[src/rtl/pong_pkg.sv]
// Pong game constants: state encoding, geometry defaults
// and derived centre/clamp positions shared with drawing logic.
package pong_pkg;

  typedef enum logic [1:0] {
    ST_IDLE  = 2'd0,
    ST_SERVE = 2'd1,
    ST_PLAY  = 2'd2,
    ST_OVER  = 2'd3
  } game_state_e;

  localparam int DEF_GRAPHICS_WIDTH   = 1280;
  localparam int DEF_GRAPHICS_HEIGHT  = 800;
  localparam int DEF_BORDER_WIDTH     = 50;
  localparam int DEF_PADDLE_X         = 110;
  localparam int DEF_PADDLE_WIDTH     = 20;
  localparam int DEF_PADDLE_LENGTH    = 200;
  localparam int DEF_PADDLE_SPEED     = 10;
  localparam int DEF_BALL_SIZE        = 16;
  localparam int DEF_BALL_SPEED       = 4;
  localparam int DEF_SERVE_FRAMES     = 60;
  localparam int DEF_START_LIVES      = 3;
  localparam int DEF_POSITION_REG_MAX = 11;

  localparam int BALL_X_CENTRE =
    DEF_GRAPHICS_WIDTH / 2 - DEF_BALL_SIZE / 2;
  localparam int BALL_Y_CENTRE =
    DEF_GRAPHICS_HEIGHT / 2 - DEF_BALL_SIZE / 2;
  localparam int PADDLE_Y_MIN = DEF_BORDER_WIDTH;
  localparam int PADDLE_Y_MAX =
    DEF_GRAPHICS_HEIGHT - DEF_BORDER_WIDTH - DEF_PADDLE_LENGTH;
  localparam int PADDLE_Y_RESET =
    (DEF_GRAPHICS_HEIGHT - DEF_PADDLE_LENGTH) / 2;

endpackage

[src/rtl/pong_controller_if.sv]
// Control/status bundle between the game FSM and the
// ball motion unit.
interface pong_controller_if;
  logic        step;
  logic        center;
  logic [11:0] paddle_y;
  logic [11:0] ball_x;
  logic [11:0] ball_y;
  logic        hit;
  logic        miss;

  modport master (
    output step, center, paddle_y,
    input  ball_x, ball_y, hit, miss
  );

  modport slave (
    input  step, center, paddle_y,
    output ball_x, ball_y, hit, miss
  );
endinterface

[src/rtl/pong_ball.sv]
// Ball motion with wall reflection, paddle hit and
// miss detection; all tests use pre-update values.
module pong_ball
  import pong_pkg::*;
#(
  parameter int GRAPHICS_WIDTH  = DEF_GRAPHICS_WIDTH,
  parameter int GRAPHICS_HEIGHT = DEF_GRAPHICS_HEIGHT,
  parameter int BORDER_WIDTH    = DEF_BORDER_WIDTH,
  parameter int PADDLE_X        = DEF_PADDLE_X,
  parameter int PADDLE_WIDTH    = DEF_PADDLE_WIDTH,
  parameter int PADDLE_LENGTH   = DEF_PADDLE_LENGTH,
  parameter int BALL_SIZE       = DEF_BALL_SIZE,
  parameter int BALL_SPEED      = DEF_BALL_SPEED
) (
  input logic i_clk,
  input logic i_reset,
  pong_controller_if.slave bus
);

  localparam logic [11:0] L_CX =
    12'(GRAPHICS_WIDTH / 2 - BALL_SIZE / 2);
  localparam logic [11:0] L_CY =
    12'(GRAPHICS_HEIGHT / 2 - BALL_SIZE / 2);
  localparam logic [11:0] L_SPD  = 12'(BALL_SPEED);
  localparam logic [11:0] L_SIZE = 12'(BALL_SIZE);
  localparam logic [11:0] L_PLEN = 12'(PADDLE_LENGTH);
  localparam logic [11:0] L_TOP  = 12'(BORDER_WIDTH);
  localparam logic [11:0] L_TOP_TH =
    12'(BORDER_WIDTH + BALL_SPEED);
  localparam logic [11:0] L_BOT_TH = 12'(GRAPHICS_HEIGHT
    - BORDER_WIDTH - BALL_SIZE - BALL_SPEED);
  localparam logic [11:0] L_BOT = L_BOT_TH + L_SPD;
  localparam logic [11:0] L_RGT_TH = 12'(GRAPHICS_WIDTH
    - BORDER_WIDTH - BALL_SIZE - BALL_SPEED);
  localparam logic [11:0] L_RGT = L_RGT_TH + L_SPD;
  localparam logic [11:0] L_HIT_LO =
    12'(PADDLE_X + PADDLE_WIDTH);
  localparam logic [11:0] L_HIT_HI = L_HIT_LO + L_SPD;
  localparam logic [11:0] L_MISS = L_TOP_TH;

  // dx: 1 = right, 0 = left; dy: 1 = down, 0 = up
  logic [11:0] r_x, r_y;
  logic        r_dx, r_dy;
  logic [11:0] w_x, w_y;
  logic        w_dx, w_dy, w_hit, w_miss;

  always_comb begin
    w_hit = ~r_dx
      && (r_x >= L_HIT_LO) && (r_x < L_HIT_HI)
      && ((r_y + L_SIZE) > bus.paddle_y)
      && (r_y < (bus.paddle_y + L_PLEN));
    w_miss = ~r_dx && ~w_hit && (r_x < L_MISS);
    w_x  = r_x;
    w_y  = r_y;
    w_dx = r_dx;
    w_dy = r_dy;
    if (r_dy) begin
      if (r_y > L_BOT_TH) begin
        w_y  = L_BOT;
        w_dy = 1'b0;
      end else begin
        w_y = r_y + L_SPD;
      end
    end else if (r_y < L_TOP_TH) begin
      w_y  = L_TOP;
      w_dy = 1'b1;
    end else begin
      w_y = r_y - L_SPD;
    end
    if (r_dx) begin
      if (r_x > L_RGT_TH) begin
        w_x  = L_RGT;
        w_dx = 1'b0;
      end else begin
        w_x = r_x + L_SPD;
      end
    end else if (w_hit) begin
      w_x  = L_HIT_LO;
      w_dx = 1'b1;
    end else if (!w_miss) begin
      w_x = r_x - L_SPD;
    end
  end

  always_ff @(posedge i_clk) begin
    if (i_reset || bus.center) begin
      r_x  <= L_CX;
      r_y  <= L_CY;
      r_dx <= 1'b0;
      r_dy <= 1'b1;
    end else if (bus.step) begin
      r_x  <= w_x;
      r_y  <= w_y;
      r_dx <= w_dx;
      r_dy <= w_dy;
    end
  end

  assign bus.ball_x = r_x;
  assign bus.ball_y = r_y;
  assign bus.hit    = w_hit;
  assign bus.miss   = w_miss;

endmodule

[src/rtl/pong_controller.sv]
// Pong game top: frame tick, game FSM, paddle and
// score/lives bookkeeping; ball motion lives in pong_ball.
module pong_controller
  import pong_pkg::*;
#(
  parameter int GRAPHICS_WIDTH   = DEF_GRAPHICS_WIDTH,
  parameter int GRAPHICS_HEIGHT  = DEF_GRAPHICS_HEIGHT,
  parameter int BORDER_WIDTH     = DEF_BORDER_WIDTH,
  parameter int PADDLE_X         = DEF_PADDLE_X,
  parameter int PADDLE_WIDTH     = DEF_PADDLE_WIDTH,
  parameter int PADDLE_LENGTH    = DEF_PADDLE_LENGTH,
  parameter int PADDLE_SPEED     = DEF_PADDLE_SPEED,
  parameter int BALL_SIZE        = DEF_BALL_SIZE,
  parameter int BALL_SPEED       = DEF_BALL_SPEED,
  parameter int SERVE_FRAMES     = DEF_SERVE_FRAMES,
  parameter int START_LIVES      = DEF_START_LIVES,
  parameter int POSITION_REG_MAX = DEF_POSITION_REG_MAX
) (
  input  logic        pixel_clock,
  input  logic        reset,
  input  logic        vga_vertical_sync,
  input  logic        button_north,
  input  logic        button_south,
  output logic [11:0] paddle_y,
  output logic [11:0] ball_x,
  output logic [11:0] ball_y,
  output logic        ball_visible,
  output logic [3:0]  score,
  output logic [1:0]  lives,
  output logic [1:0]  game_state
);

  localparam logic [11:0] L_P_MIN = 12'(BORDER_WIDTH);
  localparam logic [11:0] L_P_MAX = 12'(GRAPHICS_HEIGHT
    - BORDER_WIDTH - PADDLE_LENGTH);
  localparam logic [11:0] L_P_RST =
    12'((GRAPHICS_HEIGHT - PADDLE_LENGTH) / 2);
  localparam logic [11:0] L_P_SPD = 12'(PADDLE_SPEED);
  localparam logic [11:0] L_SERVE = 12'(SERVE_FRAMES);
  localparam logic [1:0]  L_LIVES = 2'(START_LIVES);

  game_state_e r_state, w_state;
  logic        r_vs_d;
  logic [11:0] r_paddle, w_paddle;
  logic [11:0] r_cnt, w_cnt;
  logic [3:0]  r_score, w_score;
  logic [1:0]  r_lives, w_lives;
  logic        r_visible;
  logic        w_tick, w_any, w_live;

  pong_controller_if u_bus ();

  pong_ball #(
    .GRAPHICS_WIDTH  (GRAPHICS_WIDTH),
    .GRAPHICS_HEIGHT (GRAPHICS_HEIGHT),
    .BORDER_WIDTH    (BORDER_WIDTH),
    .PADDLE_X        (PADDLE_X),
    .PADDLE_WIDTH    (PADDLE_WIDTH),
    .PADDLE_LENGTH   (PADDLE_LENGTH),
    .BALL_SIZE       (BALL_SIZE),
    .BALL_SPEED      (BALL_SPEED)
  ) u_ball (
    .i_clk   (pixel_clock),
    .i_reset (reset),
    .bus     (u_bus.slave)
  );

  assign w_tick = vga_vertical_sync & ~r_vs_d;
  assign w_any  = button_north | button_south;
  assign w_live = (r_state == ST_SERVE)
               || (r_state == ST_PLAY);

  // Ball recentres on every tick outside play and on a miss
  assign u_bus.step     = w_tick && (r_state == ST_PLAY);
  assign u_bus.center   = w_tick
    && ((r_state != ST_PLAY) || u_bus.miss);
  assign u_bus.paddle_y = r_paddle;

  always_comb begin
    w_state  = r_state;
    w_paddle = r_paddle;
    w_cnt    = r_cnt;
    w_score  = r_score;
    w_lives  = r_lives;
    unique case (r_state)
      ST_IDLE: begin
        if (w_any) begin
          w_state = ST_SERVE;
          w_score = 4'd0;
          w_lives = L_LIVES;
          w_cnt   = L_SERVE;
        end
      end
      ST_SERVE: begin
        if (r_cnt != 12'd0)
          w_cnt = r_cnt - 12'd1;
        if (r_cnt <= 12'd1)
          w_state = ST_PLAY;
      end
      ST_PLAY: begin
        if (u_bus.hit && (r_score != 4'd15))
          w_score = r_score + 4'd1;
        if (u_bus.miss) begin
          if (r_lives != 2'd0)
            w_lives = r_lives - 2'd1;
          if (r_lives <= 2'd1) begin
            w_state = ST_OVER;
          end else begin
            w_state = ST_SERVE;
            w_cnt   = L_SERVE;
          end
        end
      end
      ST_OVER: begin
        if (!w_any)
          w_state = ST_IDLE;
      end
      default: w_state = ST_IDLE;
    endcase
    if (w_live) begin
      unique case (1'b1)
        button_north && !button_south:
          w_paddle = (r_paddle < L_P_MIN + L_P_SPD)
            ? L_P_MIN : r_paddle - L_P_SPD;
        button_south && !button_north:
          w_paddle = (r_paddle > L_P_MAX - L_P_SPD)
            ? L_P_MAX : r_paddle + L_P_SPD;
        default: w_paddle = r_paddle;
      endcase
    end
  end

  always_ff @(posedge pixel_clock) begin
    if (reset) begin
      r_vs_d    <= 1'b1;
      r_state   <= ST_IDLE;
      r_paddle  <= L_P_RST;
      r_cnt     <= 12'd0;
      r_score   <= 4'd0;
      r_lives   <= L_LIVES;
      r_visible <= 1'b0;
    end else begin
      r_vs_d <= vga_vertical_sync;
      if (w_tick) begin
        r_state   <= w_state;
        r_paddle  <= w_paddle;
        r_cnt     <= w_cnt;
        r_score   <= w_score;
        r_lives   <= w_lives;
        r_visible <= (w_state == ST_SERVE)
                  || (w_state == ST_PLAY);
      end
    end
  end

  assign paddle_y     = r_paddle;
  assign ball_x       = u_bus.ball_x;
  assign ball_y       = u_bus.ball_y;
  assign ball_visible = r_visible;
  assign score        = r_score;
  assign lives        = r_lives;
  assign game_state   = r_state;

endmodule
[config.mk]
export PLATFORM = sky130hd
export DESIGN_NAME = pong_controller
export DESIGN_NICKNAME = d
export VERILOG_FILES = /design/src/rtl/pong_pkg.sv /design/src/rtl/pong_controller_if.sv /design/src/rtl/pong_ball.sv /design/src/rtl/pong_controller.sv
export SDC_FILE = /design/constraint.sdc
export NUM_CORES = 1
export LEC_CHECK = 0
export ABC_CLOCK_PERIOD_IN_PS = 2980
export BUFFER_PORTS_ARGS = -buffer_cell sky130_fd_sc_hd__buf_2
export CAP_MARGIN = 40
export CELL_PAD_IN_SITES_DETAIL_PLACEMENT = 1
export CELL_PAD_IN_SITES_GLOBAL_PLACEMENT = 1
export CORE_MARGIN = 1.5
export CORE_UTILIZATION = 40
export CTS_CLUSTER_DIAMETER = 50
export DETAILED_ROUTE_END_ITERATION = 10
export GPL_TIMING_DRIVEN = 1
export PLACE_DENSITY_LB_ADDON = 0.2
export REMOVE_ABC_BUFFERS = 1
export SETUP_SLACK_MARGIN = 0.5
export SLEW_MARGIN = 20
export SYNTH_ARGS = -nofsm -noshare
export SYNTH_HDL_FRONTEND = slang
export SYNTH_SLANG_ARGS = --single-unit
[constraint.sdc]
create_clock -name pixel_clock -period 2.98 [get_ports pixel_clock]
set_input_delay 0.745 -clock pixel_clock [delete_from_list [all_inputs] [get_ports pixel_clock]]
set_output_delay 0.745 -clock pixel_clock [all_outputs]
set_load 0.01 [all_outputs]
==> impl_metrics.toml <==
[run_status]
status = "complete, no violations"

[yosys]
yosysUniqueCellTypes = 79
yosysSeqAreaShare_pct = 23.8
ys_seq_elements = 57
synthArstFlopShare_pct = 0
synth_edf_count = 0
syn-instance-count = 617
syn-cell-area_mm2 = 0.00480
synth_flop_cell = "dfxtp_1"
yosysWarnings = 0
syn_avg_cell_area_um2 = 7.79

[pwr]
p_seq_share_pct = 38.3
p_int_uw = 1540
combPwrFrac_pct = 12.8
power.density_mw_per_mm2 = 363
switching_share_pct = 26.9
ir_drop_mv = 0.310
p_switching_uw = 568
p_leak_uw = 0.00230
clock_power_share_pct = 48.9

[clocking]
cts_buffer_depth = 2
cts_tree = "done"
htree_levels = 3
clock-sinks = 57
insertion_delay_ps = 340
clkTransAtPathRegs_ps = 50
cts_made_buffers = 9
cts_root_buf = "clkbuf_16"

[layout]
instances_no_fill = 813
final_area_mm2 = 0.00582
final_cell_mix = "47 x dfxtp_1, 46 x ha_1, 46 x buf_2"
areaGrowthSynthToFinish_pct = 21.0
n_antenna_cell = 0
drive_above_1_share_pct = 23.4
layout_commonest_cell = "dfxtp_1"
nets = 720

[worst_hold_path]
hp-class = "register to register"

[floorplanning]
die_x_um = 113
num_io_pins = 50
num_rows = 39
die_area_mm2 = 0.0127
die_h_um = 113
start_util_pct = 41.5
coreArea_mm2 = 0.0116

[worst_setup_path]
worstPathMaxFanout = 7
crit_path_end_kind = "register"
timing.critical_path.from_type = "register"
critical_path_arrival_ps = 2900
crit_required_ps = 3250
crit_type = "register to register"

[sta]
fin_crit_sh_pct = 88.2
tightest_slew_ps = 637
hold_viol_final = 0
slew_headroom_pct = 57.5
setup_viol = 0
fin_setup_tns_ps = 0
fin_crit_ps = 2630
max_freq_ghz = 0.380
finClkSkew_ps = 6.87
slew_viol_final = 0
rsz0062_at_grt = "yes"

[route]
drt-initial-drc-count = 219
wl_um = 16200
drtPass1Iterations = 4
drc = 0
wire_per_inst_um = 19.9
vias = 5033
viasPerCell = 6.19
ant_nets = 0

[placement]
gp_congestion = 0.826
portBuffers = 46
hpwlAfterDp_um = 11700
dp_cells = 792
place_area_mm2 = 0.00522

[global_routing]
antenna_found_initial = 0
grt_pass1_vias = 5124
grt_pass1_wl_um = 26300
track_usage_pct = 25.7
grt_max_degree = 19
overflow = 0

[job]
drv_cap = 0
[registers in the layout (all words and copies together), names as in the netlist, 2 cells and up]
signal	count
r_cnt	12
lives	2
score	4
u_ball.bus.ball_x	11
paddle_y	11
u_ball.bus.ball_y	11
game_state	2
[worst max-delay path, stage by stage, from the launching register on]
cell,delay (ps)
dfxtp_4,360
ha_4,150
a21oi_4,60
nand2_2,90
nand4_1,170
xnor2_2,200
ha_4,170
nor3b_2,170
o211ai_1,160
nor4_4,360
nand3_4,170
or4_4,440
o21ai_2,60
[cells in the mapped netlist, types with 7 or more instances]
master | number | area share [%]
a21o_1 | 7 | 1.1
nor2b_1 | 7 | 0.91
or3_1 | 8 | 1.0
a211oi_1 | 11 | 1.7
buf_2 | 12 | 1.3
dfxtp_1 | 57 | 24
nor3_1 | 24 | 2.5
nor4_1 | 12 | 1.6
nand4_1 | 13 | 1.7
nor2_1 | 45 | 3.5
o21ai_0 | 31 | 3.2
a31oi_1 | 7 | 0.91
xnor2_1 | 21 | 3.8
clkbuf_1 | 25 | 2.0
o22ai_1 | 7 | 0.91
inv_1 | 37 | 2.9
ha_1 | 50 | 13
a21oi_1 | 46 | 4.8
o31ai_1 | 8 | 1.3
nand2_1 | 46 | 3.6
nand3_1 | 24 | 2.5
[layout make-up]
cell class,count,area (um^2)
clock inverters,3,40.0
repair buffers,78,482
well taps,143,179
clock buffers,13,250
fillers,1415,5750
inverters,38,143
multi-input cells,481,3550
flip-flops and latches,57,1170
[power groups by stage]
stage	clock network [uW]	registers [uW]	logic, uW
after floorplan	0	828	156
after global placement	0	827	240
after detailed placement	0	828	250
after CTS	1050	810	260
after global routing	1080	813	299
final	1030	809	270
[kinds of logic after synthesis]
logic type	Yosys count	share of synthesized area, %
other cells	1	0.0781
fa+ha+maj	50	13.0
flops	57	23.7
xor+xnor	26	4.74
simple gates	219	24.0
buf+inv	81	7.19
mux	5	1.35
compound gates	178	25.9
[worst paths after layout]
path	start	to	slack (ps)	cells after the start
setup / recovery	paddle_y[3]	score[0]	350	12
hold / removal	score[3]	score[3]	500	2
setup reg to reg	paddle_y[3]	score[0]	350	12
hold reg to reg	score[3]	score[3]	500	2
[metal layers]
metal  vias up  part of all wire (%)  track usage [%]
met5         -                     0                0
met1      2521                    44             32.5
met2       114                    50             44.6
met3        25                   4.0             5.08
li1       2373                     -                -
met4         0                   1.6             7.17
[through the flow]
| stage | setup WS (ps) | hold WS (ps) | power, uW | util (%) |
|---|---|---|---|---|
| 2_1_floorplan | 131 | 460 | 984 | - |
| 3_3_place_gp | 291 | 475 | 1070 | 45.1 |
| 3_5_place_dp | 201 | 491 | 1080 | 45.1 |
| 4_1_cts | 414 | 500 | 2120 | 48.9 |
| 5_1_grt | 202 | 532 | 2190 | 50.3 |
| 6_report | 351 | 497 | 2110 | 50.3 |
[what timing repair did]
item                                    4_1_cts  5_1_grt
hold buffers                                  0        0
endpoints found under the setup margin       18       34
pin swaps                                    19       11
gates resized for setup                      35       35
gates cloned                                  0        0
buffers inserted                              4        1
(Power assumes the default switching activity.)
